[config.mk]
export PLATFORM = sky130hd
export DESIGN_NAME = lab2_tdm_mux_scan
export DESIGN_NICKNAME = d
export VERILOG_FILES = /design/src/rtl/lab2_tdm_mux_scan.sv
export SDC_FILE = /design/constraint.sdc
export NUM_CORES = 1
export LEC_CHECK = 0
export BUFFER_PORTS_ARGS = -buffer_cell sky130_fd_sc_hd__buf_2
export CAP_MARGIN = 15
export CORE_MARGIN = 5
export CORE_UTILIZATION = 40
export DETAILED_ROUTE_END_ITERATION = 7
export SYNTH_ARGS = -nofsm -noshare
export SYNTH_HDL_FRONTEND = slang
export SYNTH_SLANG_ARGS = --single-unit
[constraint.sdc]
create_clock -name clk -period 2.5 [get_ports clk]
set_clock_uncertainty 0.1 [all_clocks]
set_input_delay 0.75 -clock clk [delete_from_list [all_inputs] [get_ports clk]]
set_output_delay 0.75 -clock clk [all_outputs]
set_load 0.01 [all_outputs]
[src/rtl/lab2_tdm_mux_scan.sv]
// lab2_tdm_mux_scan: registered TDM channel selector with a manual mode
// (pick the channel on sel) and a timed scan mode (visit every channel for
// DWELL enabled cycles, pulsing wrap when the scan rolls back to channel 0).
module lab2_tdm_mux_scan #(
  parameter int WIDTH    = 2,
  parameter int CHANNELS = 4,
  parameter int DWELL    = 4,
  localparam int SW      = $clog2(CHANNELS)
) (
  input  logic                      clk,
  input  logic                      rst_n,
  input  logic [WIDTH*CHANNELS-1:0] din,
  input  logic [SW-1:0]             sel,
  input  logic                      mode,
  input  logic                      enable,
  output logic [WIDTH-1:0]          m,
  output logic [SW-1:0]             ch,
  output logic                      valid,
  output logic                      wrap
);

  typedef enum logic [1:0] {
    IDLE,
    MANUAL,
    SCAN
  } state_t;

  localparam logic [SW:0]   CH_LIM     = (SW+1)'(CHANNELS);
  localparam logic [SW-1:0] CH_LAST    = SW'(CHANNELS - 1);
  localparam logic [7:0]    DWELL_LAST = 8'(DWELL - 1);

  state_t           state;
  state_t           next_state;
  logic [SW-1:0]    chan;
  logic [7:0]       dwell;
  logic [SW-1:0]    chan_next;
  logic [7:0]       dwell_next;
  logic             wrap_next;
  logic             sel_ok;
  logic [SW-1:0]    scan_start;
  logic [SW-1:0]    pick;
  logic [WIDTH-1:0] pick_data;

  // sel can address past the last channel when CHANNELS is not a power of 2
  assign sel_ok     = {1'b0, sel} < CH_LIM;
  assign scan_start = sel_ok ? sel : '0;

  // FSM state register; IDLE is only reachable through reset
  always_ff @(posedge clk) begin
    if (!rst_n) begin
      state <= IDLE;
    end else begin
      state <= next_state;
    end
  end

  // Next state follows mode on every enabled cycle; disabled cycles hold
  always_comb begin
    next_state = state;
    if (enable) begin
      next_state = mode ? SCAN : MANUAL;
    end
  end

  // Scan counters: load the start channel on entry, otherwise step the dwell
  always_comb begin
    chan_next  = chan;
    dwell_next = dwell;
    wrap_next  = 1'b0;
    if (state != SCAN) begin
      chan_next  = scan_start;
      dwell_next = '0;
    end else if (dwell == DWELL_LAST) begin
      dwell_next = '0;
      chan_next  = (chan == CH_LAST) ? '0 : chan + 1'b1;
      wrap_next  = (chan == CH_LAST);
    end else begin
      dwell_next = dwell + 8'd1;
    end
  end

  // Data mux: an out-of-range index matches no channel and yields zero
  always_comb begin
    pick      = mode ? chan_next : sel;
    pick_data = '0;
    for (int i = 0; i < CHANNELS; i++) begin
      if (pick == SW'(i)) begin
        pick_data = din[i*WIDTH +: WIDTH];
      end
    end
  end

  // Counters and registered outputs; a disabled cycle only clears wrap
  always_ff @(posedge clk) begin
    if (!rst_n) begin
      chan  <= '0;
      dwell <= '0;
      m     <= '0;
      ch    <= '0;
      valid <= 1'b0;
      wrap  <= 1'b0;
    end else if (!enable) begin
      wrap <= 1'b0;
    end else if (mode) begin
      chan  <= chan_next;
      dwell <= dwell_next;
      m     <= pick_data;
      ch    <= chan_next;
      valid <= 1'b1;
      wrap  <= wrap_next;
    end else begin
      m     <= pick_data;
      ch    <= sel;
      valid <= sel_ok;
      wrap  <= 1'b0;
    end
  end

endmodule
==> impl_summary.txt <==
----------------------------------------------------
[Worst setup path]
  R2R cell count ... 6
  WP data required ... 2.60 ns
  Critical path class ... reg2reg
  Critical path fanouts, max ... 5
  RR Startpoint ... dwell[0]
  Crit path arrival time ... 2.48 ns
  Worst reg2reg setup slack ... approximately 0.11 ns
  Endpoint of the worst-slack reg-to-reg timing path ... m[1]
  Worst setup EP type ... register
  Startpoint kind of the worst setup timing path ... register

[Global route]
  Total gr overflow ... 0
  First-pass GRT wire length ... ~3200 um
  Global-route total usage across every layer ... between 10% and 20%
  Vias in the first global route ... 730
  Largest net degree at the start of global routing ... 16
  Initial antenna violation count ... 0

[Final layout]
  Net total in the final layout ... 142
  Area used by sequential logic in the layout ... about 360 um2
  Fill cells ... 235
  Area growth from synthesis to layout ... 16.46%
  Share of post-route cells with drive strength above 1 ... 22.58%
  Layout Cell Area excl Fill ... 0.001071 mm2
  Count of non-filler cells in the finished layout ... between 150 and 200
  Area of the multi-input gates ... roughly 540 um2
  Count of inserted antenna diode cells ... 0

[Clock network]
  Longest Clk Path Bufs ... 2
  Cell at the root of the clock tree ... clkbuf_4
  Clock H-tree levels ... 1
  Number of clock buffers inserted by TritonCTS ... 3
  Clock-pin slew of the registers on the worst-case setup and hold paths ... 0.11 ns
  CTS sink count ... 18
  TritonCTS clock tree ... yes
  Insertion delay to the later sink of the worst-skew pair ... 0.29 ns
  Number of setup buffers added after CTS ... 0

[STA]
  Final total negative setup slack ... 0 ns
  Fmax ... 419.0 MHz
  RSZ-0062 raised after global routing ... false
  Final worst hold slack ... 0.3765 ns
  Endpoints failing hold ... 0
  Count of endpoints failing setup in the final report ... 0
  Worst rel slew slack ... 66.38%
  Number of pins with negative max-slew slack in the final report ... 0
  Final critical-path required period ... 2.386 ns
  Final critical-path share of the clock period ... 95.45%
  Actual slew at the worst max-slew pin ... 0.4973 ns

[Min path]
  Hold path start ... valid
  Worst Hold Depth ... 1
  Hold EP ... valid
  Path class of the lowest-slack min-delay path ... reg2reg

[Yosys]
  Syn nets ... about 120
  Distinct cell type count after synthesis ... 38
  Synth warnings ... 0
  Most common cell in the netlist ... dfxtp_1
  Number of enable flip-flop cells after synthesis ... 0
  Cell types with the highest counts after synthesis ... 18 x dfxtp_1, 12 x nor2_1, 7 x mux2i_1, 7 x nand2_1, 5 x nand3_1
  Area contributors post-synth ... dfxtp_1 39%, mux2i_1 7.6%, nor2_1 4.9%
  Most used flip-flop cell after synthesis ... dfxtp_1
  Async S/R FF share, synth ... 0%
  Fraction of post-synthesis cell area in the top cell type by area ... 39.18%
  Summed instance area of the synthesized netlist ... approximately 920 um2
  #FFs+latches synth ... 18
  Synthesized instance count ... a little over 100
  Fraction of the yosys area taken by sequential cells ... 39.18%
  Post-synthesis average cell area ... 8.928 um2
  Top cell type by total area after synthesis ... dfxtp_1

[Power and ir drop]
  Power dissipated by switching net loads ... between 0.1 and 0.15 mW
  Maximum resistive drop on vdd ... 0.3761 mV
  Sequential fraction of design power ... 58.7%
  Total leakage power ... between 0.4 and 0.5 nW
  Total power divided by cell area ... 484.3 mW/mm2
  Internal power component ... ~0.39 mW
  Clock power frac ... between 20% and 30%
  Part of the power in combinational logic ... 14.5%
  Switching part of the total power ... around a quarter

[Floorplanning]
  Total die area ... 0.003358 mm2
  Number of placement rows ... 17
  IO Count ... 20
  Chip height ... 57.95 um
  Die width ... between 50 and 60 um
  Standard cell core area ... roughly 0.0022 mm2
  Initial Utilization ... 41.57%

[Job]
  Number of max-capacitance violations reported ... 0

[Placed design]
  Placed wire-length estimate ... about 1500 um
  Placer Congestion ... 0.8577
  Placed instance area ... 0.001042 mm2
  Cells after DPL ... 149
  Buffers on Ports ... 19

[Detailed routing]
  Vias per cell ... 5.138
  Routed length per placed instance ... 12.57 um
  Detailed Routing Iterations Pass 1 ... 4
  DR vias ... between 700 and 800
  Total routed wirelength ... 1910 um
  Post-detailed-route count of antenna-violating nets ... 0
  Iter 0 DRT Violations ... 14
  Post-route DRC ... 0

[Run status]
  Result of the run ... finished clean

----------------------------------------------------
-- through the flow --
stage | worst slack (ns) | power, mW | util [%]
2_1_floorplan | 0.3080 | 0.3584 | -
3_3_place_gp | 0.2170 | 0.3850 | 47.12
3_5_place_dp | 0.1364 | 0.3865 | 47.12
4_1_cts | 0.1143 | 0.5238 | 48.13
5_1_grt | 0.008484 | 0.5467 | 48.42
6_report | 0.1136 | 0.5187 | 48.42
-- state kept, by name, summed over array words and instances (netlist names) --
name,cells
m,2
valid,1
wrap,1
state,2
chan,2
dwell,8
ch,2
-- logic make-up after synthesis --
| kind of cell | count (synthesis) | share of synthesized area, % |
|---|---|---|
| buffers and inverters | 4 | 2.857 |
| xor gates and xnor gates | 6 | 5.714 |
| and+or+nand+nor | 48 | 28.85 |
| adders and majority gates | 2 | 2.721 |
| muxes | 7 | 7.619 |
| AOI/OAI and AO/OA | 18 | 13.06 |
| DFF | 18 | 39.18 |
-- placed cells by master, fill, tap and decap left out, drive strengths merged, types with 2 or more instances in the layout --
cell type,instances
buf,21
dfxtp,18
nor2,12
nand2,7
mux2i,7
nand3,5
o21ai,5
xor2,4
nand2b,3
nor2b,3
a21boi,3
clkbuf,3
nor3,2
and2,2
a21oi,2
nand3b,2
o221ai,2
xnor2,2
nand4,2
ha,2
or3,2
and3,2
a31oi,2
-- metal layers --
| metal | up-vias | routed length (um) | track usage (%) |
|---|---|---|---|
| met3 | 2 | 126 | 2.450 |
| met1 | 342 | 927 | 16.62 |
| met2 | 21 | 837 | 18.39 |
| met4 | 0 | 18 | 2.980 |
| met5 | - | 0 | 0 |
| li1 | 416 | - | - |
-- repair_timing --
action                     4_1_cts  5_1_grt
gates resized for setup          0        1
hold buffers                     0        0
setup endpoints to repair        0        2
hold endpoints to repair         0        0
-- how the worst max path moves through the flow --
stage | start | to | slack (ns) | cells past startpoint
floorplan | dwell[0] | m[0] | 0.31 | 6
global placement | dwell[0] | m[1] | 0.22 | 6
detailed placement | dwell[0] | m[1] | 0.14 | 6
CTS | dwell[0] | m[1] | 0.11 | 6
global route | dwell[0] | m[0] | 0.008 | 6
finish | dwell[0] | m[1] | 0.11 | 6
-- final cells by class --
type                            instances  area share (%)
Clock buffer                            3           2.103
Inverter                                1          0.3505
Multi-Input combinational cell         81           50.35
Sequential cell                        18           33.64
Tap cell                               28           3.271
Timing Repair Buffer                   21           10.28
-- critical path: stages, from the launching register on --
cell and delay (ns):
dfxtp_1 0.40, ha_1 0.24, or4b_4 0.49, or4_1 0.49
a31oi_2 0.24, nand3_1 0.13, o221ai_1 0.21
-- power groups by stage --
stage | sequential (mW) | combinational [mW] | clock [mW]
2_1_floorplan | 0.313 | 0.0449 | 0
3_3_place_gp | 0.311 | 0.0740 | 0
3_5_place_dp | 0.311 | 0.0751 | 0
4_1_cts | 0.305 | 0.0752 | 0.144
5_1_grt | 0.307 | 0.0839 | 0.156
6_report | 0.305 | 0.0750 | 0.139
Note: power is estimated with default switching activity, not from simulation.
